===== config.mk =====
export PLATFORM = sky130hd
export DESIGN_NAME = tea_decryption
export DESIGN_NICKNAME = d
export VERILOG_FILES = /design/src/rtl/tea_pkg.sv /design/src/rtl/tea_dec_round.sv /design/src/rtl/tea_decryption.sv
export SDC_FILE = /design/constraint.sdc
export NUM_CORES = 1
export LEC_CHECK = 0
export ABC_AREA = 1
export CORE_MARGIN = 1.5
export CORE_UTILIZATION = 45
export DETAILED_ROUTE_END_ITERATION = 16
export GPL_ROUTABILITY_DRIVEN = 0
export PLACE_DENSITY = 0.68
export SYNTH_ARGS = -nofsm -noshare
export SYNTH_HDL_FRONTEND = slang
export SYNTH_SLANG_ARGS = --single-unit
export TNS_END_PERCENT = 10

===== constraint.sdc =====
create_clock -name clk -period 7.4 [get_ports clk]
set_clock_uncertainty 0.15 [all_clocks]
set_input_delay 0.74 -clock clk [delete_from_list [all_inputs] [get_ports clk]]
set_output_delay 0.74 -clock clk [all_outputs]
set_load 0.005 [all_outputs]

===== src/rtl/tea_pkg.sv =====
// Shared TEA constants, FSM state type and round function.
// Used by both the encryptor and the decryptor.
package tea_pkg;

  localparam logic [31:0] TEA_DELTA        = 32'h9E3779B9;
  localparam logic [31:0] TEA_DEC_SUM_INIT = 32'hC6EF3720;  // DELTA * 32 mod 2^32
  localparam int          TEA_NUM_ROUNDS   = 32;

  typedef enum logic [1:0] {
    IDLE = 2'd0,
    BUSY = 2'd1,
    DONE = 2'd2
  } tea_state_t;

  // TEA mixing function: ((v<<4)+ka) ^ (v+sum) ^ ((v>>5)+kb), all mod 2^32.
  function automatic logic [31:0] tea_mix(
    input logic [31:0] v,
    input logic [31:0] sum,
    input logic [31:0] ka,
    input logic [31:0] kb
  );
    return ((v << 4) + ka) ^ (v + sum) ^ ((v >> 5) + kb);
  endfunction

endpackage


===== src/rtl/tea_dec_round.sv =====
// One combinational TEA decrypt round: v1 is updated first, then v0 uses the new v1.
module tea_dec_round
  import tea_pkg::*;
(
  input  logic [31:0] v0,
  input  logic [31:0] v1,
  input  logic [31:0] sum,
  input  logic [31:0] k0,
  input  logic [31:0] k1,
  input  logic [31:0] k2,
  input  logic [31:0] k3,
  output logic [31:0] v0_out,
  output logic [31:0] v1_out
);

  assign v1_out = v1 - tea_mix(v0, sum, k2, k3);
  assign v0_out = v0 - tea_mix(v1_out, sum, k0, k1);

endmodule


===== src/rtl/tea_decryption.sv =====
// TEA decryption core: 64-bit ciphertext + 128-bit key -> 64-bit plaintext.
// Optional macro TEA_DEC_UNROLL2_EN chains two rounds per cycle (16-cycle latency);
// results are identical either way.
module tea_decryption
  import tea_pkg::*;
#(
  parameter int NUM_ROUNDS = TEA_NUM_ROUNDS
) (
  input  logic         clk,
  input  logic         rst_n,
  input  logic         key_valid,
  input  logic         ctxt_valid,
  input  logic [63:0]  ctxt,
  input  logic [127:0] key,
  output logic [63:0]  ptxt,
  output logic         ptxt_ready
);

`ifdef TEA_DEC_UNROLL2_EN
  localparam int ROUNDS_PER_CYCLE = 2;
`else
  localparam int ROUNDS_PER_CYCLE = 1;
`endif
  localparam int CYCLES = NUM_ROUNDS / ROUNDS_PER_CYCLE;
  localparam int CNT_W  = $clog2(CYCLES);
  localparam logic [CNT_W-1:0] LAST_CNT = CNT_W'(CYCLES - 1);
  localparam logic [31:0] SUM_STEP = 32'(ROUNDS_PER_CYCLE) * TEA_DELTA;

  tea_state_t       state, state_next;
  logic [31:0]      v0, v1, sum;
  logic [31:0]      k0, k1, k2, k3;
  logic [CNT_W-1:0] cnt;
  logic [31:0]      r_v0, r_v1;
  logic             start;
  logic             last_round;

  // A start is only accepted outside BUSY; BUSY ignores all inputs.
  assign start      = (state != BUSY) && key_valid && ctxt_valid;
  assign last_round = (state == BUSY) && (cnt == LAST_CNT);

`ifdef TEA_DEC_UNROLL2_EN
  logic [31:0] m_v0, m_v1;

  tea_dec_round u_round0 (
    .v0(v0), .v1(v1), .sum(sum),
    .k0(k0), .k1(k1), .k2(k2), .k3(k3),
    .v0_out(m_v0), .v1_out(m_v1)
  );

  // Second round of the pair sees the sum one DELTA lower.
  tea_dec_round u_round1 (
    .v0(m_v0), .v1(m_v1), .sum(sum - TEA_DELTA),
    .k0(k0), .k1(k1), .k2(k2), .k3(k3),
    .v0_out(r_v0), .v1_out(r_v1)
  );
`else
  tea_dec_round u_round0 (
    .v0(v0), .v1(v1), .sum(sum),
    .k0(k0), .k1(k1), .k2(k2), .k3(k3),
    .v0_out(r_v0), .v1_out(r_v1)
  );
`endif

  // State register with synchronous reset.
  // NOTE: sequential state uses <= so every flop samples pre-edge values; = here would create ordering races.
  always_ff @(posedge clk) begin
    if (!rst_n) state <= IDLE;
    else        state <= state_next;
  end

  // Next-state logic.
  // NOTE: state_next gets a default before the case so no path leaves it unassigned (no latch).
  always_comb begin
    state_next = state;
    case (state)
      IDLE, DONE: if (start)      state_next = BUSY;
      BUSY:       if (last_round) state_next = DONE;
      default:                    state_next = IDLE;
    endcase
  end

  // Datapath: load on start, iterate rounds while BUSY, publish result on the last round.
  always_ff @(posedge clk) begin
    if (!rst_n) begin
      v0         <= '0;
      v1         <= '0;
      k0         <= '0;
      k1         <= '0;
      k2         <= '0;
      k3         <= '0;
      sum        <= '0;
      cnt        <= '0;
      ptxt       <= '0;
      ptxt_ready <= 1'b0;
    end else if (start) begin
      v0         <= ctxt[63:32];
      v1         <= ctxt[31:0];
      k0         <= key[127:96];
      k1         <= key[95:64];
      k2         <= key[63:32];
      k3         <= key[31:0];
      sum        <= TEA_DEC_SUM_INIT;
      cnt        <= '0;
      ptxt_ready <= 1'b0;   // ptxt keeps its old value until the new result lands
    end else if (state == BUSY) begin
      v0  <= r_v0;
      v1  <= r_v1;
      sum <= sum - SUM_STEP;
      cnt <= cnt + CNT_W'(1);
      if (last_round) begin
        ptxt       <= {r_v0, r_v1};
        ptxt_ready <= 1'b1;
      end
    end
  end

endmodule


==> summary.txt, run 1 <==
Run status
  – Outcome: finished, violations left
  – Failing checks: negative setup slack

Finish
  – Multi-input gate area: 0.0179 mm^2
  – Filler cell count: 4790
  – Sequential cell area: 0.00596 mm^2
  – Proportion of layout cells with a drive suffix above 1: 20.7%
  – Final Net Count: 4663
  – Final Cell Area: 0.0336 mm^2
  – Diode count: 0
  – Area Overhead vs Synth: 38.0%
  – Final Core Density: 62.6%
  – Fin cells: 4938

Critical path
  – Reg2Reg Capture Point: v0[31]$_SDFFE_PN0P_
  – R2r setup slk: -260 ps
  – Reg2reg start: v0[5]$_SDFFE_PN0P_
  – Crit path max fanout: 3
  – Worst Path Required: 7750 ps
  – Slowest CP cell: fa_2
  – CP Capture Type: register
  – Worst path max stage delay: 370 ps
  – Critical path arrival: 8010 ps
  – Crit path top cell by count: buf_4
  – CP top delay family: buffers and inverters
  – CP Class: reg2reg
  – Critical path buffer and inverter count: 22
  – Reg2reg path depth: 51
  – CP startpoint kind: register

Yosys
  – Warnings from Yosys: 0
  – Yosys top cell by area: dfxtp_1
  – Mapped Cells: 3536
  – Average cell area after synthesis: 6.89 um^2
  – Ranking of synthesized cells by area: dfxtp_1 24%, ha_1 13%, nand2_1 11%
  – Netlist cell types: 62
  – Number of synthesized flops with an enable pin: 0
  – Asr flop ratio synth: 0%
  – Post-synth net total: 3984
  – Sequential cell area fraction in the yosys report: 24.3%
  – Post-Syn Area: 0.0244 mm^2
  – #FFs+latches synth: 296
  – Yosys top cell area share: 24.3%
  – Top FF cell, synth: dfxtp_1

GRT
  – GRT overflow: 0
  – Global-route wire length before repair: 135000 um
  – Pin count of the biggest net entering global routing: 96
  – Number of global-route vias before repair: 25400
  – Total track usage: 30.9%
  – Initial antenna violation count: 0

Die
  – Die area: 0.0555 mm^2
  – Core Area: 0.0537 mm^2
  – Initial core utilization: 45.3%
  – Top-level I/O count: 261
  – FP Rows: 85
  – Die Wd: 236 um
  – DIE HEIGHT: 236 um

STA
  – Clock period minus worst slack: 7660 ps
  – Fin. Hold Viols: 0
  – Slew Viols, Final: 0
  – Worst slew pin tran: 1130 ps
  – Tcrit/Tclk final: 104%
  – Max Freq: 130 MHz
  – # setup viols final: 3
  – Post-route setup slack: -263 ps
  – Setup TNS: -531 ps
  – RSZ-0062 raised after global routing: yes
  – Max transition margin: 24.6%

Route
  – Drt drc: 0
  – Iter 0 DRT Violations: 2204
  – Vias/cell: 5.48
  – Wire per inst: 18.2 um
  – DRT Wirelength: 89800 um
  – Drt pass-1 iters: 6
  – Via count: 27100
  – Routed Antenna Nets: 0

Hold path
  – Hold path endpoint: ptxt[1]$_SDFFE_PN0P_
  – Hold Crit Class: reg2reg
  – Hold path cells: 2
  – Hold Path Origin: ptxt[1]$_SDFFE_PN0P_

Clocking
  – Clk slew on worst S/H paths: 60 ps
  – Hold_buf cts: 0
  – CTS tree: done
  – H-tree Lvls: 2
  – CTS Buffer Depth: 3
  – Skew-Pair Late Insertion Delay: 590 ps
  – Sink Count: 296
  – Clock root buffer: clkbuf_16
  – CTS Buf Count: 35

Run
  – Max-Cap Viols: 0

Placement
  – Dpl hpwl: 68700 um
  – Placed cell areas: 0.0307 mm^2
  – Dpl cells: 4826
  – Port bufs: 260
cells by family after synthesis:
family / share of synthesized area [%]
xor+xnor: 11.8
buf+inv: 7.12
simple gates: 22.7
compound gates: 20.8
fa+ha+maj: 13.2
flops: 24.3
how the worst max path moves through the flow:
stage                                  start                    end  slack, ps  cells past startpoint
after CTS                 k3[0]$_SDFFE_PN0P_    v0[31]$_SDFFE_PN0P_          9                     52
after global routing      v0[9]$_SDFFE_PN0P_    v0[31]$_SDFFE_PN0P_       -540                     52
after floorplan           v0[1]$_SDFFE_PN0P_  ptxt[63]$_SDFFE_PN0P_        490                     44
after detailed placement  k3[0]$_SDFFE_PN0P_    v0[31]$_SDFFE_PN0P_       -330                     48
final                     v0[5]$_SDFFE_PN0P_    v0[31]$_SDFFE_PN0P_       -260                     51
after global placement    k3[0]$_SDFFE_PN0P_    v0[31]$_SDFFE_PN0P_       -280                     47
placed cells by master (no fill, tap or decap), drive strengths merged, types with 3 or more instances in the layout:
master         count
or2               11
ha               244
xnor2            107
o211ai            13
buf              483
clkbuf            47
nand3            122
xor2             221
dfxtp            296
nor4              11
nor2             413
nand4             28
fa                 8
a21oi            290
o21a              20
clkinv             9
a21o              15
o31ai              4
nor3              48
a31oi             91
bufinv             6
clkdlybuf4s50    259
o21ai            318
o221ai            10
inv              357
o21bai            59
a211oi             5
a21boi            20
o211a              3
nand2            699
a221oi             4
nand3b             7
flip-flops by register name, summed over array words and instances, names as in the netlist:
name and cells:
v0 32, k0 32, v1 32, state 2
sum 32, cnt 5, k1 32, ptxt_ready 1
k3 32, k2 32, ptxt 64
tightest hold or removal path, delay by kind of cell (launching register included):
| family | cells | cell delay [ps] |
|---|---|---|
| AOI/OAI and AO/OA | 1 | 50 |
| DFF | 1 | 310 |
| and+or+nand+nor | 1 | 60 |
what timing repair did:
item,CTS,global route
pin swaps,35,96
endpoints found under the setup margin,22,33
resized for setup,69,217
setup buffers,29,19
endpoints found under the hold margin,0,0
layer usage:
metal | vias to the layer above | global-route usage (%) | part of all wire [%]
li1 | 13200 | - | -
met1 | 12600 | 42.0 | 44
met2 | 1017 | 49.3 | 44
met3 | 236 | 4.57 | 8.0
met4 | 0 | 11.5 | 4.3
met5 | - | 0 | 0
synthesized netlist by cell type (all sizes together), types with 5 or more instances:
cell type / n
a21oi: 290
nor3: 48
nand4: 28
a31oi: 91
fa: 8
o21a: 20
o221ai: 10
o21ai: 318
a21o: 15
nand3: 122
o211ai: 13
nor4: 11
xnor2: 107
xor2: 221
ha: 244
or2: 11
o21bai: 59
a211oi: 5
clkbuf: 90
a21boi: 20
nor2: 413
nand3b: 7
dfxtp: 296
nand2: 699
inv: 355
buf: 9
cell type report:
cell class              instances  share of cell area, %
clock inverters                17                  0.793
clock buffers                  47                   2.98
flip-flops and latches        296                   17.7
multi-input cells            2783                   53.3
repair buffers                742                   18.6
well taps                     696                   2.59
inverters                     357                   4.00
stage by stage:
stage	worst slack, ps	hold WS (ps)
finish	-263	314
global route	-539	338
CTS	9.01	316
detailed placement	-329	307
global placement	-283	301
floorplan	493	285
Power of run 1 is not shown: default switching activity piles up to over one toggle a cycle in this logic, so the estimate is an artifact.
==> run 2: changes to the inputs <==
GPL_ROUTABILITY_DRIVEN = not set   (was 0)
==> run 2 against run 1 <==
Compared with the run above: critical path depth is 6 lower; global-route usage grew 1.6 points; clock-buffer cell count is 4 lower; the run still ends with negative setup slack left; core utilization rose by 3.4 points; wire length up 4.4%; non-clock buffer count up 206; first-iteration DRC count is 6.4% higher.
==> summary.txt, run 2 (synthesis gave the netlist of run 1 again) <==
Run status
  – Outcome: finished, violations left (unchanged)
  – Failing checks: negative setup slack (unchanged)

Critical path
  – Worst path max stage delay: 340 ps (was 370 ps)
  – Slowest CP cell: ha_1 (was fa_2)
  – Critical path arrival: 7840 ps (was 8010 ps)
  – Reg2Reg Capture Point: v0[31]$_SDFFE_PN0P_ (unchanged)
  – CP startpoint kind: register (unchanged)
  – Reg2reg path depth: 45 (was 51)
  – R2r setup slk: -100 ps (was -260 ps)
  – Crit path top cell by count: buf_4 (unchanged)
  – Reg2reg start: v0[1]$_SDFFE_PN0P_ (was v0[5]$_SDFFE_PN0P_)
  – CP Class: reg2reg (unchanged)
  – Worst Path Required: 7740 ps (was 7750 ps)
  – Crit path max fanout: 4 (was 3)
  – CP Capture Type: register (unchanged)

Clocking
  – CTS Buffer Depth: 3 (unchanged)
  – Sink Count: 296 (unchanged)
  – Hold_buf cts: 0 (unchanged)
  – CTS tree: done (unchanged)
  – H-tree Lvls: 2 (unchanged)
  – Clk slew on worst S/H paths: 60 ps (about the same)
  – CTS Buf Count: 35 (unchanged)
  – Skew-Pair Late Insertion Delay: 570 ps (was 590 ps)
  – Clock root buffer: clkbuf_16 (unchanged)

Finish
  – Commonest non-fill, non-tap cell in the layout: buf_4 (was nand2_1)
  – Proportion of layout cells with a drive suffix above 1: 25.1% (was 20.7%)
  – Area Overhead vs Synth: 45.6% (was 38.0%)
  – Diode count: 0 (unchanged)
  – Max reg flops: 64 (unchanged)
  – Fin cells: 5143 (was 4938)
  – Most frequent cells in the layout: 681 x buf_4, 647 x nand2_1, 390 x nor2_1, 334 x inv_1, 283 x dfxtp_1 (was 661 x nand2_1, 476 x buf_4, 390 x nor2_1, 333 x inv_1, 277 x dfxtp_1)
  – Top reg by flops: ptxt (unchanged)
  – Filler cell count: 4712 (was 4790)
  – Final Net Count: 4869 (was 4663)

Die
  – Top-level I/O count: 261 (unchanged)
  – Core Area: 0.0537 mm^2 (unchanged)
  – Initial core utilization: 45.3% (unchanged)
  – Die area: 0.0555 mm^2 (unchanged)
  – FP Rows: 85 (unchanged)
  – DIE HEIGHT: 236 um (unchanged)
  – Die Wd: 236 um (unchanged)

GRT
  – Total track usage: 32.5% (was 30.9%)
  – Initial antenna violation count: 0 (unchanged)
  – Pin count of the biggest net entering global routing: 201 (was 96)
  – Global-route wire length before repair: 142000 um (was 135000 um)
  – Number of global-route vias before repair: 26400 (was 25400)
  – GRT overflow: 0 (unchanged)

Placement
  – Placer Congestion: 0.983
  – Port bufs: 260 (unchanged)
  – Dpl cells: 5020 (was 4826)
  – Dpl hpwl: 73200 um (was 68700 um)
  – Pre-CTS setup slack: -506 ps (was -329 ps)

STA
  – RSZ-0062 raised after global routing: yes (unchanged)
  – # setup viols final: 3 (unchanged)
  – Post-route setup slack: -98.4 ps (was -263 ps)
  – Slew Viols, Final: 0 (unchanged)
  – Worst slew pin tran: 1090 ps (was 1130 ps)
  – Max Freq: 133 MHz (was 130 MHz)
  – Clock period minus worst slack: 7500 ps (was 7660 ps)
  – Tcrit/Tclk final: 101% (was 104%)
  – Fin. Hold Viols: 0 (unchanged)
  – Hold_ws: 316 ps (was 314 ps)
  – Max transition margin: 27.1% (was 24.6%)

Route
  – Routed Antenna Nets: 0 (unchanged)
  – DRT Wirelength: 93800 um (was 89800 um)
  – Vias/cell: 5.35 (was 5.48)
  – Iter 0 DRT Violations: 2346 (was 2204)
  – Drt pass-1 iters: 6 (unchanged)
  – Via count: 27500 (was 27100)
  – Wire per inst: 18.2 um (about the same)
  – Drt drc: 0 (unchanged)

Hold path
  – Hold path endpoint: cnt[4]$_SDFFE_PP0P_ (was ptxt[1]$_SDFFE_PN0P_)
  – Hold Path Origin: cnt[4]$_SDFFE_PP0P_ (was ptxt[1]$_SDFFE_PN0P_)
  – Hold Crit Class: reg2reg (unchanged)
  – Hold path cells: 2 (unchanged)

Run
  – Max-Cap Viols: 0 (unchanged)
run 2: changes by cell type in the layout (fill, tap and decap cells not counted), moves of 5 or more:
cell     previous run  this run
buf_4             476       681
nand2_2            32        49
nand2_1           661       647
ha_4               17        30
ha_1              219       209
xor2_2             10        20
xor2_1            209       201
a21oi_1           227       220
dfxtp_1           277       283
a21oi_2            57        62
dfxtp_2            16        11
run 2: worst max-delay path by stage:
stage,start,endpoint,slack (ps),cells after the start
after floorplan,v0[1]$_SDFFE_PN0P_,ptxt[63]$_SDFFE_PN0P_,490,44
after global placement,v0[5]$_SDFFE_PN0P_,v0[31]$_SDFFE_PN0P_,-480,48
after detailed placement,v0[5]$_SDFFE_PN0P_,v0[31]$_SDFFE_PN0P_,-510,48
after CTS,v0[5]$_SDFFE_PN0P_,v0[31]$_SDFFE_PN0P_,-30,48
after global routing,v0[5]$_SDFFE_PN0P_,v0[31]$_SDFFE_PN0P_,-550,49
final,v0[1]$_SDFFE_PN0P_,v0[31]$_SDFFE_PN0P_,-100,45
run 2: final cells by class:
| cell class | count | area [um^2] | share of cell area (%) |
|---|---|---|---|
| Multi-Input combinational cell | 2783 | 18200 | 51.4 |
| Timing Repair Buffer | 948 | 7810 | 22.0 |
| Sequential cell | 296 | 5950 | 16.8 |
| Inverter | 357 | 1350 | 3.80 |
| Clock buffer | 43 | 957 | 2.70 |
| Tap cell | 696 | 871 | 2.46 |
| Clock inverter | 20 | 308 | 0.868 |
run 2: layer usage:
metal  share of wire, %  global-route usage (%)  vias to the layer above
li1                   -                       -                    13600
met2                 45                    52.9                     1014
met5                  0                       0                        -
met1                 44                    44.1                    12700
met4                3.4                    11.0                        0
met3                7.2                    4.23                      161
run 2: timing repair:
item                       4_1_cts  5_1_grt
setup endpoints to repair       21       32
resized for setup              108      216
pin swaps                       64      139
buffers inserted                29       33
run 2: worst max-delay path, delay by kind of cell (launching register included):
kind / cells / cell delay [ps]
simple gates: 11 / 1080
buf+inv: 11 / 1270
xor+xnor: 7 / 1510
fa+ha+maj: 4 / 1230
compound gates: 12 / 1880
flops: 1 / 300
run 2: per-stage QoR:
| stage | instance area (um^2) | util, % | setup TNS, ps |
|---|---|---|---|
| finish | 35500 | 66.0 | -178 |
| detailed placement | 32200 | 60.0 | -3150 |
| floorplan | 24400 | - | 0 |
| global route | 35500 | 66.0 | -7850 |
| global placement | 32200 | 60.0 | -3080 |
| CTS | 34200 | 63.7 | -32.9 |
Power of run 2 is left out for the same reason.
==> run 3: changes to the inputs <==
CTS_CLUSTER_DIAMETER = 80   (was not set)
==> run 3 against run 2 <==
Compared with the run above: the flow still finishes with violations (negative setup slack); register-to-register slack worse by 30 ps; via count hardly changed; setup slack worse by 34 ps; sequential share of layout area is 0.20 points higher; critical path type unchanged; maximum frequency is 0.45% lower; critical path depth is 6 higher; flip-flop and latch count stayed put; global-route usage is 0.19 points lower; final cell count is 0.31% lower.
==> summary.txt, run 3 (synthesis gave the netlist of run 1 again) <==
Critical path
  – Crit path max fanout: 4 (unchanged)
  – CP Capture Type: register (unchanged)
  – Critical path arrival: 7880 ps (was 7840 ps)
  – Slowest CP cell: fa_2 (was ha_1)
  – Worst Path Required: 7750 ps (was 7740 ps)
  – Critical path buffer and inverter count: 6 (was 11)
  – CP startpoint kind: register (unchanged)
  – Worst path max stage delay: 380 ps (was 340 ps)
  – CP top delay family: simple AND/OR/NAND/NOR gates (was compound AO/OA/AOI/OAI gates)
  – CP Class: reg2reg (unchanged)

Clocking
  – CTS tree: done (unchanged)
  – Skew-Pair Late Insertion Delay: 570 ps (about the same)
  – Sink Count: 296 (unchanged)
  – Hold_buf cts: 0 (unchanged)
  – Clk slew on worst S/H paths: 60 ps (about the same)
  – Clock root buffer: clkbuf_16 (unchanged)
  – CTS Buffer Depth: 3 (unchanged)
  – CTS Buf Count: 36 (was 35)
  – H-tree Lvls: 2 (unchanged)

Route
  – Drt pass-1 iters: 6 (unchanged)
  – Iter 0 DRT Violations: 2317 (was 2346)
  – DRT Wirelength: 92700 um (was 93800 um)
  – Via count: 27500 (about the same)
  – Routed Antenna Nets: 0 (unchanged)
  – Vias/cell: 5.36 (was 5.35)
  – Wire per inst: 18.1 um (was 18.2 um)
  – Drt drc: 0 (unchanged)

GRT
  – Pin count of the biggest net entering global routing: 201 (unchanged)
  – Initial antenna violation count: 0 (unchanged)
  – Global-route wire length before repair: 141000 um (was 142000 um)
  – Number of global-route vias before repair: 26300 (was 26400)
  – Total track usage: 32.3% (was 32.5%)
  – GRT overflow: 0 (unchanged)

STA
  – Tcrit/Tclk final: 102% (was 101%)
  – Slew Viols, Final: 0 (unchanged)
  – Clock period minus worst slack: 7530 ps (was 7500 ps)
  – Max Freq: 133 MHz (about the same)
  – Worst slew pin tran: 1050 ps (was 1090 ps)
  – Post-route setup slack: -132 ps (was -98.4 ps)
  – RSZ-0062 raised after global routing: yes (unchanged)
  – Max transition margin: 29.7% (was 27.1%)
  – # setup viols final: 5 (was 3)
  – Fin. Hold Viols: 0 (unchanged)

Die
  – Core Area: 0.0537 mm^2 (unchanged)
  – DIE HEIGHT: 236 um (unchanged)
  – Initial core utilization: 45.3% (unchanged)
  – Die area: 0.0555 mm^2 (unchanged)
  – Die Wd: 236 um (unchanged)
  – FP Rows: 85 (unchanged)
  – Top-level I/O count: 261 (unchanged)

Hold path
  – Hold Crit Class: reg2reg (unchanged)

Finish
  – Filler cell count: 4773 (was 4712)
  – Top reg by flops: ptxt (unchanged)
  – Fin cells: 5127 (was 5143)
  – Final Net Count: 4853 (was 4869)
  – Commonest non-fill, non-tap cell in the layout: buf_4 (unchanged)
  – Final Core Density: 65.2% (was 66.0%)
  – Max reg flops: 64 (unchanged)
  – Area Overhead vs Synth: 43.8% (was 45.6%)
  – Most frequent cells in the layout: 663 x buf_4, 648 x nand2_1, 391 x nor2_1, 333 x inv_1, 284 x dfxtp_1 (was 681 x buf_4, 647 x nand2_1, 390 x nor2_1, 334 x inv_1, 283 x dfxtp_1)
  – Proportion of layout cells with a drive suffix above 1: 24.2% (was 25.1%)

Run status
  – Outcome: finished, violations left (unchanged)
  – Failing checks: negative setup slack (unchanged)

Placement
  – Pre-CTS setup slack: -506 ps (unchanged)
  – Port bufs: 260 (unchanged)
  – Dpl hpwl: 73200 um (unchanged)
  – Placer Congestion: 0.983 (unchanged)
  – Dpl cells: 5020 (unchanged)

Run
  – Max-Cap Viols: 0 (unchanged)
==> run 3: tightest hold or removal path: stages, from the launching register on <==
cell,delay [ps]
dfxtp_1,310
nand2_1,60
a21oi_1,50
==> run 3: through the flow <==
step                setup TNS (ps)  area, um^2  hold WS (ps)
floorplan                        0       24400           285
CTS                          -33.5       34100           319
global route                 -5500       35000           339
finish                        -293       35000           317
detailed placement           -3150       32200           309
global placement             -3080       32200           297
==> run 3: layout make-up <==
cell class	instances	area, um^2	share of cell area (%)
sequential	296	5940	17.0
clock inverter	20	265	0.757
tap	696	871	2.49
inverter	357	1350	3.86
timing repair buffer	931	7690	22.0
multi-input combinational	2783	17900	51.2
clock buffer	43	958	2.74
antenna	1	2.50	0.00715
==> run 3: path summary, 6_finish.rpt <==
check / start / to / slack (ps) / depth (start not counted)
max: v0[5]$_SDFFE_PN0P_ / v0[31]$_SDFFE_PN0P_ / -130 / 51
max reg2reg: v0[5]$_SDFFE_PN0P_ / v0[31]$_SDFFE_PN0P_ / -130 / 51
min reg2reg: cnt[4]$_SDFFE_PP0P_ / cnt[4]$_SDFFE_PP0P_ / 320 / 2
min: cnt[4]$_SDFFE_PP0P_ / cnt[4]$_SDFFE_PP0P_ / 320 / 2
==> run 3: metal layers <==
layer / global-route usage [%] / up-vias / part of all wire, %
li1: - / 13600 / -
met1: 44.0 / 12800 / 45
met2: 52.8 / 949 / 45
met3: 4.07 / 171 / 7.1
met4: 10.6 / 0 / 3.4
met5: 0 / - / 0
==> run 3: what timing repair did <==
item	CTS	global route
gates resized for setup	101	185
setup endpoints to repair	20	32
setup buffers	22	21
pin swaps	68	90
Power of run 3 is left out for the same reason.
